<file path="src/rtl/per2apb.sv">
// Bridge from the peripheral request/grant interconnect to a single APB slave port.
// One transaction in flight; the response is returned one cycle after the APB access completes.
module per2apb #(
    parameter int unsigned PER_ADDR_WIDTH = 32,
    parameter int unsigned APB_ADDR_WIDTH = 32,
    parameter int unsigned PER_ID_WIDTH   = 5
) (
    input  logic                      clk_i,
    input  logic                      rst_ni,

    input  logic                      per_slave_req_i,
    input  logic [PER_ADDR_WIDTH-1:0] per_slave_add_i,
    input  logic                      per_slave_we_i,
    input  logic [31:0]               per_slave_wdata_i,
    input  logic [3:0]                per_slave_be_i,
    input  logic [PER_ID_WIDTH-1:0]   per_slave_id_i,
    output logic                      per_slave_gnt_o,

    output logic                      per_slave_r_valid_o,
    output logic                      per_slave_r_opc_o,
    output logic [PER_ID_WIDTH-1:0]   per_slave_r_id_o,
    output logic [31:0]               per_slave_r_rdata_o,

    output logic [APB_ADDR_WIDTH-1:0] PADDR,
    output logic [31:0]               PWDATA,
    output logic                      PWRITE,
    output logic                      PSEL,
    output logic                      PENABLE,
    input  logic [31:0]               PRDATA,
    input  logic                      PREADY,
    input  logic                      PSLVERR
);

    typedef enum logic [1:0] {
        IDLE   = 2'd0,
        SETUP  = 2'd1,
        ACCESS = 2'd2
    } state_e;

    state_e                    state_r;
    state_e                    state_s;
    logic                      gnt_s;
    logic                      done_s;

    logic [APB_ADDR_WIDTH-1:0] paddr_r;
    logic [31:0]               pwdata_r;
    logic                      pwrite_r;
    logic [PER_ID_WIDTH-1:0]   id_r;
    logic                      psel_r;
    logic                      penable_r;

    logic                      r_valid_r;
    logic                      r_opc_r;
    logic [PER_ID_WIDTH-1:0]   r_id_r;
    logic [31:0]               r_rdata_r;

    // Byte enables and the address bits above the APB window carry no meaning on APB.
    logic                      unused_s;
    assign unused_s = ^{per_slave_be_i, per_slave_add_i};

    // Grant and access-completion decode; grant is held low while reset is asserted.
    always_comb begin
        gnt_s  = 1'b0;
        done_s = 1'b0;
        if ((state_r == IDLE) && rst_ni) begin
            gnt_s = per_slave_req_i;
        end else begin
            gnt_s = 1'b0;
        end
        if (state_r == ACCESS) begin
            done_s = PREADY;
        end else begin
            done_s = 1'b0;
        end
    end

    // Next-state logic.
    always_comb begin
        state_s = state_r;
        case (state_r)
            IDLE: begin
                if (gnt_s) begin
                    state_s = SETUP;
                end else begin
                    state_s = IDLE;
                end
            end
            SETUP: begin
                state_s = ACCESS;
            end
            ACCESS: begin
                if (PREADY) begin
                    state_s = IDLE;
                end else begin
                    state_s = ACCESS;
                end
            end
            default: begin
                state_s = IDLE;
            end
        endcase
    end

    // State register.
    always_ff @(posedge clk_i or negedge rst_ni) begin
        if (!rst_ni) begin
            state_r <= IDLE;
        end else begin
            state_r <= state_s;
        end
    end

    // APB strobes registered from the next state so they line up with the phase.
    always_ff @(posedge clk_i or negedge rst_ni) begin
        if (!rst_ni) begin
            psel_r    <= 1'b0;
            penable_r <= 1'b0;
        end else begin
            psel_r    <= (state_s != IDLE);
            penable_r <= (state_s == ACCESS);
        end
    end

    // Request capture; the only storage for the outstanding transaction.
    always_ff @(posedge clk_i or negedge rst_ni) begin
        if (!rst_ni) begin
            paddr_r  <= {APB_ADDR_WIDTH{1'b0}};
            pwdata_r <= 32'h0000_0000;
            pwrite_r <= 1'b0;
            id_r     <= {PER_ID_WIDTH{1'b0}};
        end else if (gnt_s) begin
            paddr_r  <= per_slave_add_i[APB_ADDR_WIDTH-1:0];
            pwdata_r <= per_slave_wdata_i;
            pwrite_r <= per_slave_we_i;
            id_r     <= per_slave_id_i;
        end
    end

    // Response capture: PRDATA/PSLVERR are looked at only in the completing access cycle.
    always_ff @(posedge clk_i or negedge rst_ni) begin
        if (!rst_ni) begin
            r_valid_r <= 1'b0;
            r_opc_r   <= 1'b0;
            r_id_r    <= {PER_ID_WIDTH{1'b0}};
            r_rdata_r <= 32'h0000_0000;
        end else begin
            r_valid_r <= done_s;
            if (done_s) begin
                r_opc_r   <= PSLVERR;
                r_id_r    <= id_r;
                r_rdata_r <= pwrite_r ? 32'h0000_0000 : PRDATA;
            end
        end
    end

    assign per_slave_gnt_o     = gnt_s;
    assign per_slave_r_valid_o = r_valid_r;
    assign per_slave_r_opc_o   = r_opc_r;
    assign per_slave_r_id_o    = r_id_r;
    assign per_slave_r_rdata_o = r_rdata_r;

    assign PADDR   = paddr_r;
    assign PWDATA  = pwdata_r;
    assign PWRITE  = pwrite_r;
    assign PSEL    = psel_r;
    assign PENABLE = penable_r;

endmodule

</file>
<file path="config.mk">
export PLATFORM = sky130hd
export DESIGN_NAME = per2apb
export DESIGN_NICKNAME = d
export VERILOG_FILES = /design/src/rtl/per2apb.sv
export SDC_FILE = /design/constraint.sdc
export NUM_CORES = 1
export LEC_CHECK = 0
export ABC_AREA = 1
export CORE_MARGIN = 1.5
export CORE_UTILIZATION = 41
export CTS_CLUSTER_DIAMETER = 40
export CTS_CLUSTER_SIZE = 16
export DETAILED_ROUTE_END_ITERATION = 10
export PLACE_DENSITY = 0.76
export SYNTH_ARGS = -nofsm -noshare
export SYNTH_HDL_FRONTEND = slang
export SYNTH_SLANG_ARGS = --single-unit
</file>
<file path="constraint.sdc">
create_clock -name clk_i -period 1.4 [get_ports clk_i]
set_input_delay 0.28 -clock clk_i [delete_from_list [all_inputs] [get_ports clk_i]]
set_output_delay 0.28 -clock clk_i [all_outputs]
set_load 0.01 [all_outputs]
</file>
==> flow_summary.toml <==
[run_status]
status = "finished with violations"
violations = "setup timing"

[global_route]
grt_pass1_wl_microns = 20300
grt_pass1_vias = 4237
grt_max_degree = 80
grt_util_all_layers_pct = 22.5
antenna_found_initial = 0
grt_overflow = 0

[place]
place_congestion = 0.775
dp_slack_ps = -448
io_buffers = 213
placed_cells = 883
dpl.hpwl_microns = 8730

[synthesis]
synth_top_family_by_area = "simple AND/OR/NAND/NOR gates"
synth_edf_count = 0
synth.most_common_cell = "nand2_1"
synthXorXnorAreaFrac_pct = 0
syn-instance-count = 550
ys.flop_type = "dfrtp_1"
netlist.area_leader.share_pct = 61.2
postSynth.asyncResetShare_pct = 100
ys_warn_count = 0
syn-cell-area_sq_mm = 0.00462
syn_nets = 661
synthTopCellsByCount = "nand2_1 (259), dfrtp_1 (113), nand3_1 (72)"
synth.area.top_cells = "dfrtp_1 (61%), nand2_1 (21%), nand3_1 (7.8%), inv_1 (2.9%), nor2_1 (2.6%)"
synthSimpleGateAreaFrac_pct = 32.1
yosysTopAreaCell = "dfrtp_1"
seq_area_frac_synth_pct = 61.2
ys_ff_latch = 113
synth_compound_area_share_pct = 0
synth_adder_area_share_pct = 0
syn_avg_cell_area_sq_um = 8.40
yosysUniqueCellTypes = 15
muxShareOfSynthArea_pct = 0

[cts]
cts_tree = "done"
cts_root_buf = "clkbuf_8"
cts_buffer_depth = 2
cts_buffers = 17
clk_pin_slew_worst_paths_ps = 50
ctsHtreeMaxLevel = 4
clock_sinks = 113
clock_latency_ps = 510

[critical_path]
r2r-start = "state_r[1]"
crit_slowest_cell = "dfrtp_1"
arrival_ps = 1270
crit_path_max_incr_delay_ps = 400
regToRegEndpoint = "PSEL"
cp.required_ps = 1120
crit_chain = "nor2_4 -> nand2_2 -> inv_2 -> buf_6"
critPathKind = "flip-flop to primary output"
worstSetupStartpointType = "flip-flop"
worstRegToRegCells = 4
cp-end-kind = "primary output"
cp.buffers_inverters = 2
path_max_fanout = 2
reg2reg_slack_ps = -40
cp_top_family = "flip-flops"

[timing]
finalCritPeriodShare_pct = 111
rsz0062_at_grt = "yes"
hold_violations = 0
drv_slew = 0
setup_slack_ps = -151
max_slew.worst_pin.slew_ps = 711
setup_tns_ps = -218
setup_viol = 3
max_slew_margin_pct = 52.6
skew_ps = 7.29
finalCriticalPeriod_ps = 1550
fmax_ghz = 0.645

[die]
initial_core_util_pct = 42.4
coreArea_sq_mm = 0.0109
die_h_microns = 109
ios = 218
die_w_microns = 109
die_area_sq_mm = 0.0119
core.rowCount = 38

[detailed_routing]
detail_route.first_pass.iterations = 7
initialDrtViolationCount = 286
drc = 0
wl_per_cell_microns = 14.2
num_vias = 4344
antenna_left = 0
wl_microns = 13200
vias_per_cell = 4.70

[power_and_ir_drop]
finalPower_mw = 12.4
seqPwrFrac_pct = 38.2
power_density_mw_per_mm2 = 1760
clkPwrFrac_pct = 34.6
swShare_pct = 31.0
p_leak_nw = 3.95
p_int_mw = 8.54
p_switching_mw = 3.84
vdd_ir_drop_max_mv = 0.777
power_frac_comb_pct = 27.2

[layout]
syn2layout_area_growth_pct = 52.6
final_nets = 882
diodes = 0
fin_cells = 924
fillers = 940
layout-drive-gt1-share_pct = 21.0

[min_path]
holdPathStages = 3
hp-start = "PSLVERR"
hold_path_end = "per_slave_r_opc_o"
hold_path.class = "input port to flip-flop"

[run]
maxCapViolations = 0
[worst min-delay path: cells and delay by family]
| family | cells | cell delay [ps] |
|---|---|---|
| buf+inv | 1 | 400 |
| simple gates | 2 | 110 |
[layer usage]
layer  track usage, %  vias up  wire length (microns)
li1                 -     2120                      -
met1             26.1     2024                   5390
met2             36.5      182                   6170
met3             10.1       18                   1400
met4             8.46        0                    193
met5                0        -                      0
[timing repair]
action,CTS,global route
gates resized for setup,431,2
pin swaps,2,1
hold buffers,1,0
gates cloned,0,0
setup endpoints to repair,109,73
buffers inserted,7,1
endpoints found under the hold margin,34,0
[state kept, by name (all words and copies together) (netlist names)]
signal and cells:
PADDR 32, PWDATA 32, state_r 2, per_slave_r_id_o 5, per_slave_r_rdata_o 32, id_r 5
per_slave_r_opc_o 1, PENABLE 1, per_slave_r_valid_o 1, PWRITE 1, PSEL 1
[logic make-up after synthesis]
kind of cell	after synthesis
buffers and inverters	70
DFF	113
and+or+nand+nor	367
[layout by cell type (no fill, tap or decap)]
cell             synthesis  layout
buf_2                   17     106
nor2_2                   1       1
buf_6                    1       2
inv_1                   36      35
clkbuf_1                 9       1
buf_12                   0       4
nand3b_1                 1       1
dfrtp_1                113     113
nand3_1                 72      72
clkdlybuf4s50_1          0     105
clkinvlp_4               0       2
dlygate4sd3_1            0       1
nor2_4                   1       1
bufinv_16                0       3
nand2_2                  1       1
clkbuf_8                 0       4
inv_2                    1       2
nor2_1                  32      32
buf_4                    4      16
clkinv_2                 0       6
buf_8                    0       1
clkbuf_16                0      16
nand2_1                259     259
[power groups by stage]
stage          registers (mW)  logic (mW)  clock network [mW]
5_1_grt                  4.84        3.76                4.52
3_5_place_dp             4.79        4.18                   0
2_1_floorplan            5.20        1.13                   0
6_report                 4.73        3.37                4.28
3_3_place_gp             4.76        4.11                   0
4_1_cts                  4.72        3.41                4.38
[per-stage QoR]
step / area [sq um] / hold slack [ps] / utilization [%]
2_1_floorplan: 4620 / -15.6 / -
3_3_place_gp: 6900 / 378 / 63.4
3_5_place_dp: 6900 / 374 / 63.4
4_1_cts: 7030 / 294 / 64.6
5_1_grt: 7050 / 308 / 64.7
6_report: 7050 / 316 / 64.7
[area by class of cell]
class	instances	area (sq um)	area share, %
clock inverters	11	135	1.92
inverters	37	139	1.97
well taps	140	175	2.48
repair buffers	235	1830	25.9
multi-input cells	367	1480	21.1
flip-flops and latches	113	2830	40.1
clock buffers	21	459	6.51
[worst max path at each step]
stage	start	to	slack, ps	depth (start not counted)
final	state_r[1]	per_slave_gnt_o	-150	4
after global routing	state_r[1]	per_slave_gnt_o	-210	4
after CTS	state_r[0]	per_slave_gnt_o	-180	4
after detailed placement	per_slave_req_i	per_slave_gnt_o	-450	6
after global placement	per_slave_req_i	per_slave_gnt_o	-460	6
after floorplan	state_r[1]	per_slave_gnt_o	150	4
Note: power is estimated with default switching activity, not from simulation.
